===== config.mk =====
export PLATFORM = sky130hd
export DESIGN_NAME = fifo_stream_reader
export DESIGN_NICKNAME = d
export VERILOG_FILES = /design/src/rtl/fifo_stream_pkg.sv /design/src/rtl/stream_skid_buf.sv /design/src/rtl/fifo_stream_reader.sv
export SDC_FILE = /design/constraint.sdc
export NUM_CORES = 1
export LEC_CHECK = 0
export ABC_AREA = 1
export CAP_MARGIN = 15
export CORE_MARGIN = 2
export CORE_UTILIZATION = 57
export DETAILED_ROUTE_END_ITERATION = 16
export GPL_TIMING_DRIVEN = 0
export PLACE_DENSITY = 0.86
export SLEW_MARGIN = 30
export SYNTH_ARGS = -nofsm -noshare
export SYNTH_HDL_FRONTEND = slang
export SYNTH_SLANG_ARGS = --single-unit
export TNS_END_PERCENT = 30

===== constraint.sdc =====
create_clock -name i_clk -period 3.05 [get_ports i_clk]
set_input_delay 0.61 -clock i_clk [delete_from_list [all_inputs] [get_ports i_clk]]
set_output_delay 0.61 -clock i_clk [all_outputs]
set_load 0.01 [all_outputs]

===== src/rtl/fifo_stream_pkg.sv =====
// Shared constants and pointer helper for the FIFO-to-stream drain stage.
// The skid buffer is 3 deep, so pointers wrap modulo 3 rather than modulo 4.
package fifo_stream_pkg;

  localparam int BUF_DEPTH      = 3;
  localparam int PTR_W          = 2;
  localparam int DEF_DATA_WIDTH = 6;
  localparam int DEF_CNT_WIDTH  = 16;

  typedef logic [PTR_W-1:0] ptr_t;

  // Advance a buffer pointer, wrapping 2 -> 0.
  function automatic ptr_t ptr_inc(input ptr_t p);
    return (p == ptr_t'(BUF_DEPTH - 1)) ? '0 : p + ptr_t'(1);
  endfunction

endpackage


===== src/rtl/stream_skid_buf.sv =====
// 3-entry register buffer holding words captured from the FIFO read port.
// Push writes at tail, pop retires the head entry; occupancy is tracked explicitly.
module stream_skid_buf
  import fifo_stream_pkg::*;
#(
  parameter int DATA_WIDTH = DEF_DATA_WIDTH
) (
  input  logic                  i_clk,
  input  logic                  i_rst_n,
  input  logic                  i_push,
  input  logic [DATA_WIDTH-1:0] i_push_data,
  input  logic                  i_pop,
  output logic [1:0]            o_occ,
  output logic                  o_valid,
  output logic [DATA_WIDTH-1:0] o_data
);

  logic [DATA_WIDTH-1:0] r_mem [BUF_DEPTH];
  ptr_t                  r_head;
  ptr_t                  r_tail;
  logic [1:0]            r_occ;
  logic                  w_pop;

  assign w_pop = i_pop && (r_occ != 2'd0);

  always_ff @(posedge i_clk) begin
    if (!i_rst_n) begin
      for (int i = 0; i < BUF_DEPTH; i++) begin
        r_mem[i] <= '0;
      end
      r_head <= '0;
      r_tail <= '0;
      r_occ  <= 2'd0;
    end else begin
      if (i_push) begin
        r_mem[r_tail] <= i_push_data;
        r_tail        <= ptr_inc(r_tail);
      end
      if (w_pop) begin
        r_head <= ptr_inc(r_head);
      end
      // Simultaneous push and pop cancel out and leave occupancy unchanged.
      r_occ <= r_occ + {1'b0, i_push} - {1'b0, w_pop};
    end
  end

  assign o_occ   = r_occ;
  assign o_valid = (r_occ != 2'd0);
  assign o_data  = (r_occ != 2'd0) ? r_mem[r_head] : '0;

  // The upstream credit rule must never let a capture land on a full buffer.
  a_no_overflow : assert property (@(posedge i_clk) disable iff (!i_rst_n)
    !(i_push && (r_occ == 2'd3)));

endmodule


===== src/rtl/fifo_stream_reader.sv =====
// Drains a synchronous FIFO (1-cycle registered read) into a valid/ready stream.
// Credit logic keeps buffered plus in-flight words within the 3-entry skid buffer.
module fifo_stream_reader
  import fifo_stream_pkg::*;
#(
  parameter int DATA_WIDTH = DEF_DATA_WIDTH,
  parameter int CNT_WIDTH  = DEF_CNT_WIDTH
) (
  input  logic                  i_clk,
  input  logic                  i_rst_n,
  input  logic                  i_fifo_empty,
  input  logic [DATA_WIDTH-1:0] i_fifo_data,
  output logic                  o_fifo_rd_en,
  output logic                  o_m_valid,
  input  logic                  i_m_ready,
  output logic [DATA_WIDTH-1:0] o_m_data,
  output logic [CNT_WIDTH-1:0]  o_word_count
);

  logic                 r_inflight;
  logic [CNT_WIDTH-1:0] r_word_count;
  logic [1:0]           w_occ;
  logic [2:0]           w_credit_used;
  logic                 w_rd_en;
  logic                 w_valid;
  logic                 w_pop;

  // Read issue looks only at registered state and fifo_empty, never at m_ready.
  assign w_credit_used = {1'b0, w_occ} + {2'b00, r_inflight};
  assign w_rd_en       = i_rst_n && !i_fifo_empty && (w_credit_used < 3'(BUF_DEPTH));

  // Stream handshake: a word transfers on any cycle where m_valid and m_ready
  // are both high; m_valid never drops and m_data never changes until then.
  assign w_pop = w_valid && i_m_ready;

  always_ff @(posedge i_clk) begin
    if (!i_rst_n) begin
      r_inflight   <= 1'b0;
      r_word_count <= '0;
    end else begin
      r_inflight <= w_rd_en;
      if (w_pop) begin
        r_word_count <= r_word_count + CNT_WIDTH'(1);
      end
    end
  end

  stream_skid_buf #(
    .DATA_WIDTH(DATA_WIDTH)
  ) u_buf (
    .i_clk       (i_clk),
    .i_rst_n     (i_rst_n),
    .i_push      (r_inflight),
    .i_push_data (i_fifo_data),
    .i_pop       (w_pop),
    .o_occ       (w_occ),
    .o_valid     (w_valid),
    .o_data      (o_m_data)
  );

  assign o_fifo_rd_en = w_rd_en;
  assign o_m_valid    = w_valid;
  assign o_word_count = r_word_count;

endmodule


-- After elaboration in Yosys (flattened, before gate mapping)
Memories as Yosys holds them, arrays and structs flattened. A register that Yosys moved wholly into a read port is not among the register bits.
Cells that the tools add are included.
Widths: inputs -> output; s select.
- RAM bits: 18
- memories: 1
- output and inout bits: 24
- input port bits: 10
- bits in registers: 23
- memory list (memory ; depth ; width ; rd ports ; clocked after memory_dff ; write ports ; line ; source):
    u_buf.r_mem ; 3 ; 6 ; 1 ; 1 ; 3 ; stream_skid_buf.sv:18 ; logic [DATA_WIDTH-1:0] r_mem [BUF_DEPTH];
- mux-type cells: 12
- reduce and logical (&&, ||, !) cells: 7
- magnitude comparators: 1
- add/sub/neg operators: 6
- equal/unequal tests: 2
- operators by type and width (cell ; number):
    $add 16x1->16 const B ; 1
    $mux 6 ; 2
    $mux 2 ; 5
    $reduce_or 6->1 ; 1
    $mux 1 ; 5
    $add 2x1->2 const B ; 2
    $eq 2x2->1 const B ; 2
    $logic_and 1x1->1 ; 4
    $add 2x1->3 ; 1
    $lt 3x2->1 const B ; 1
    $add 2x1->2 ; 1
    $reduce_bool 2->1 ; 1
    $sub 2x1->2 ; 1
    $logic_not 1->1 ; 1

-- Longest topological paths before layout
- depth in word-level cells: 5
- mapped depth: 9
- gate-level depth less buffers: 8

-- By module
Synthesis repeated with hierarchy kept, for this count alone.
- cells, all modules: 293
- area, all modules: 2422.3 µm²
- by module, submodules not included (module ; cells an instance ; area each (µm²) ; times used ; sequential area each (µm²)):
    stream_skid_buf ; 169 ; 1503.9 ; 1 ; 880.8
    fifo_stream_reader ; 124 ; 918.4 ; 1 ; 340.3

-- Least setup slack after synthesis
Ideal clock, no wire load.
- kind: register to output
- start: reg u_buf.r_occ[0] (netlist: u_buf.o_occ[0])
- end: out o_fifo_rd_en
- data arrival time: 1.494 ns
- path slack: 0.946 ns
- data required time: 2.440 ns
- stages on the path, launching flop included: 4
- cell sequence: dfxtp_1 -> ha_1 -> ha_1 -> a2111oi_0
- cells in the longest elaborated chain, start to end: 3
- ends and longest elaborated chain (item ; line ; source):
    start: declaration ; stream_skid_buf.sv:21 ; logic [1:0] r_occ;
    start signal: assignment ; stream_skid_buf.sv:43 ; r_occ <= r_occ + {1'b0, i_push} - {1'b0, w_pop};
    $add 2x1->3 ; fifo_stream_reader.sv:29 ; assign w_credit_used = {1'b0, w_occ} + {2'b00, r_inflight};
    $lt 3x2->1 ; fifo_stream_reader.sv:30 ; assign w_rd_en = i_rst_n && !i_fifo_empty && (w_credit_used < 3'(BUF_DEPTH));
    $logic_and 1x1->1 ; fifo_stream_reader.sv:30 ;
    end: declaration ; fifo_stream_reader.sv:13 ; output logic o_fifo_rd_en,
No other way between the ends.

-- Worst setup path in the final report
- start: in i_rst_n
- end: out o_fifo_rd_en
- cells in the longest elaborated chain, start to end: 2
- ends and longest elaborated chain (item ; line ; source):
    start: declaration ; fifo_stream_reader.sv:10 ; input logic i_rst_n,
    $logic_and 1x1->1 (2 in series) ; fifo_stream_reader.sv:30 ;
No other way between the ends.

==> summary.txt <==
Detailed routing
  – 1st-pass router iterations: 4
  – Starting DRT DRC Count: 105
  – Wire per inst: around 13 um
  – DR vias: ~1,900
  – WL final: 4.72 mm
  – Via density per instance: around 5.3
  – DRC violations left: 0
  – Post-DRT Antenna Nets: 0

Global route
  – Largest net degree at the start of global routing: 16
  – First-pass GRT wire length: 7.69 mm
  – GRT Total Usage: 23.5%
  – Antenna violations before repair: 0
  – GRT overflow: 0
  – Number of global-route vias before repair: around 1,700

Layout
  – Area grow syn2layout: 22.0%
  – Non-filler cells, final: ~360
  – Share of cells above drive strength 1: 9.06%
  – Nets: between 300 and 400
  – Antenna cells: 0
  – Final Util: just over 70%

Synthesis
  – Sequential area share after synthesis: around 53%
  – Post-synthesis cell area: approximately 0.0023 mm^2
  – FFs w/ async S/R, synth: 0%
  – Top-count cell post-synth: nor2_1
  – Syn Nets: ~280
  – Synth Register Bits: between 40 and 50
  – Area contributors post-synth: edfxtp_1 32%, dfxtp_1 22%, nor2_1 11%, nand2_1 5.6%, inv_1 5.3%
  – Post-synth EDFFs: 24
  – Top cell type's share of synthesized area: a little under a third
  – Top_reg_cell synth: dfxtp_1
  – Synth area leader: edfxtp_1
  – List of most frequent post-synthesis cells: 64 x nor2_1, 34 x nand2_1, 32 x inv_1, 25 x dfxtp_1, 24 x edfxtp_1
  – Mapped Avg Cell Area: ~8.5 um^2
  – Cell count after synthesis: about 270
  – Synth Warn #: 0
  – Synth unique cells: 28

Timing
  – Max-slew violations: 0
  – Minimum clock period: around 3000 ps
  – Period utilization: between 90% and 100%
  – Worst setup margin: between 60 and 70 ps
  – Relative slew slack: approximately 40%
  – FMAX: about 0.33 GHz
  – Worst-Margin Slew: about 880 ps
  – Setup Viol. Count Final: 0
  – Clock Skew: 8.40 ps
  – Setup TNS: 0 ps
  – RSZ-0062 raised after global routing: no
  – Worst hold slack: around 490 ps
  – Hold violation count in the final report: 0

Floorplan
  – Die height: 67.3 um
  – Initial Util: between 50% and 60%
  – FP Rows: 23
  – Top Ports: 34
  – Core ar.: 0.00394 mm^2
  – Die ar.: ~0.0045 mm^2
  – Die X: about 67 um

Run
  – Max-Cap Viols: 0

Setup path
  – Critical path arrival: 2380 ps
  – CP top delay family: buffers and inverters
  – CP dominant cell by count: clkdlybuf4s50_1
  – CP Capture Type: primary output
  – Sum of buffers and inverters on the critical path: 3
  – CP max stage cell: clkdlybuf4s50_1
  – CP Max Fanout: 9
  – Slowest stage delay, CP: ~630 ps
  – Startpoint types: input pin
  – Critical path type: input pin to primary output
  – CP Cell Sequence: clkdlybuf4s50_1 -> inv_1 -> a2111oi_1 -> clkdlybuf4s50_1
  – Crit path required time: roughly 2400 ps

Place
  – Placed cell count: roughly 350
  – Pre-CTS WS: 50.5 ps
  – Dpl hpwl: 3.43 mm
  – Port bufs: 33
  – Final Wtd Congestion: about 0.86

CTS
  – TritonCTS clock tree: built
  – Clock transition at the registers of the reported paths: roughly 90 ps
  – CTS Buf Count: 5
  – CTS root buffer: clkbuf_8
  – H-tree depth: 2
  – Post-CTS Setup Bufs: 0
  – CTS max path bufs: 2
  – Clk_lat worst skew: 310 ps
  – Total clock sinks: 49
  – Hold_buf cts: 0

Pwr
  – Maximum VDD drop: ~0.27 mV
  – Power Density: slightly below 500 mW/mm^2
  – Static Leak: approximately 0.0011 uW

Run status
  – Status: finished, final reports clean

Worst hold path
  – Hold/Removal Path Class: flop to flop
==> cells by family (layout without fill, tap and decap cells) <==
family,after synthesis,in the layout,synth area share [%]
and+or+nand+nor,129,129,25.6
DFF,49,49,53.4
adders and majority gates,4,4,2.19
AOI/OAI and AO/OA,48,48,11.8
buffers and inverters,38,79,7.00
==> final timing paths <==
path	start	slack, ps	depth (start not counted)	endpoint
worst max register to register	u_buf.o_occ[0]	1400	9	u_buf.o_occ[1]
worst min-delay path	o_word_count[6]	490	2	o_word_count[6]
worst min register to register	o_word_count[6]	490	2	o_word_count[6]
worst max-delay path	i_rst_n	60	4	o_fifo_rd_en
==> cells in the final DEF, fill, tap and decap left out, types with 5 or more instances in the layout <==
cell              n
clkbuf_8          5
clkdlybuf4s50_1  33
dfxtp_1          25
o21ai_0          19
nand3_1          14
nand2_1          34
inv_1            32
edfxtp_1         24
a21oi_1          18
nor2_1           64
==> state kept, by name (all words and copies together) (netlist names), named ones only <==
name          count
o_word_count     16
u_buf.o_occ       2
u_buf.r_head      2
r_inflight        1
u_buf.r_mem      24
u_buf.r_tail      2
==> cell type report <==
cell class,instances,area (um^2)
flip-flops and latches,49,1220
fillers,296,1150
multi-input cells,181,907
repair buffers,33,330
inverters,33,124
clock buffers,5,68.8
well taps,50,62.6
clock inverters,3,41.3
plain buffers,5,36.3
==> tightest hold or removal path: cells and delay by family, from the launching register on <==
family,cells,cell delay (ps)
AO/OA/AOI/OAI,1,50
buffers and inverters,1,60
flip-flops,1,340
==> layer usage <==
layer	up-vias	GRT usage (%)	part of all wire (%)
li1	958	-	-
met1	877	27.1	41
met2	51	41.5	52
met3	11	5.17	4.7
met4	0	11.0	2.4
met5	-	0	0
==> power breakdown <==
part | switching, uW | internal, uW | leakage (uW) | total [uW]
Sequential | 16.4 | 712 | 0.000443 | 728
Combinational | 89.9 | 65.8 | 0.000641 | 156
Clock | 219 | 241 | 0.0000518 | 461
Total | 326 | 1020 | 0.00114 | 1340
==> metrics by stage <==
step                instance area (um^2)  total power (uW)
global route                        2790              1400
finish                              2790              1340
CTS                                 2790              1350
global placement                    2680               891
detailed placement                  2680               898
floorplan                           2290               834
==> what timing repair did <==
action | CTS | global route
setup endpoints to repair | 0 | 1
endpoints found under the hold margin | 0 | 0
resized for setup | 0 | 1
Power figures use the tool's default switching activity.
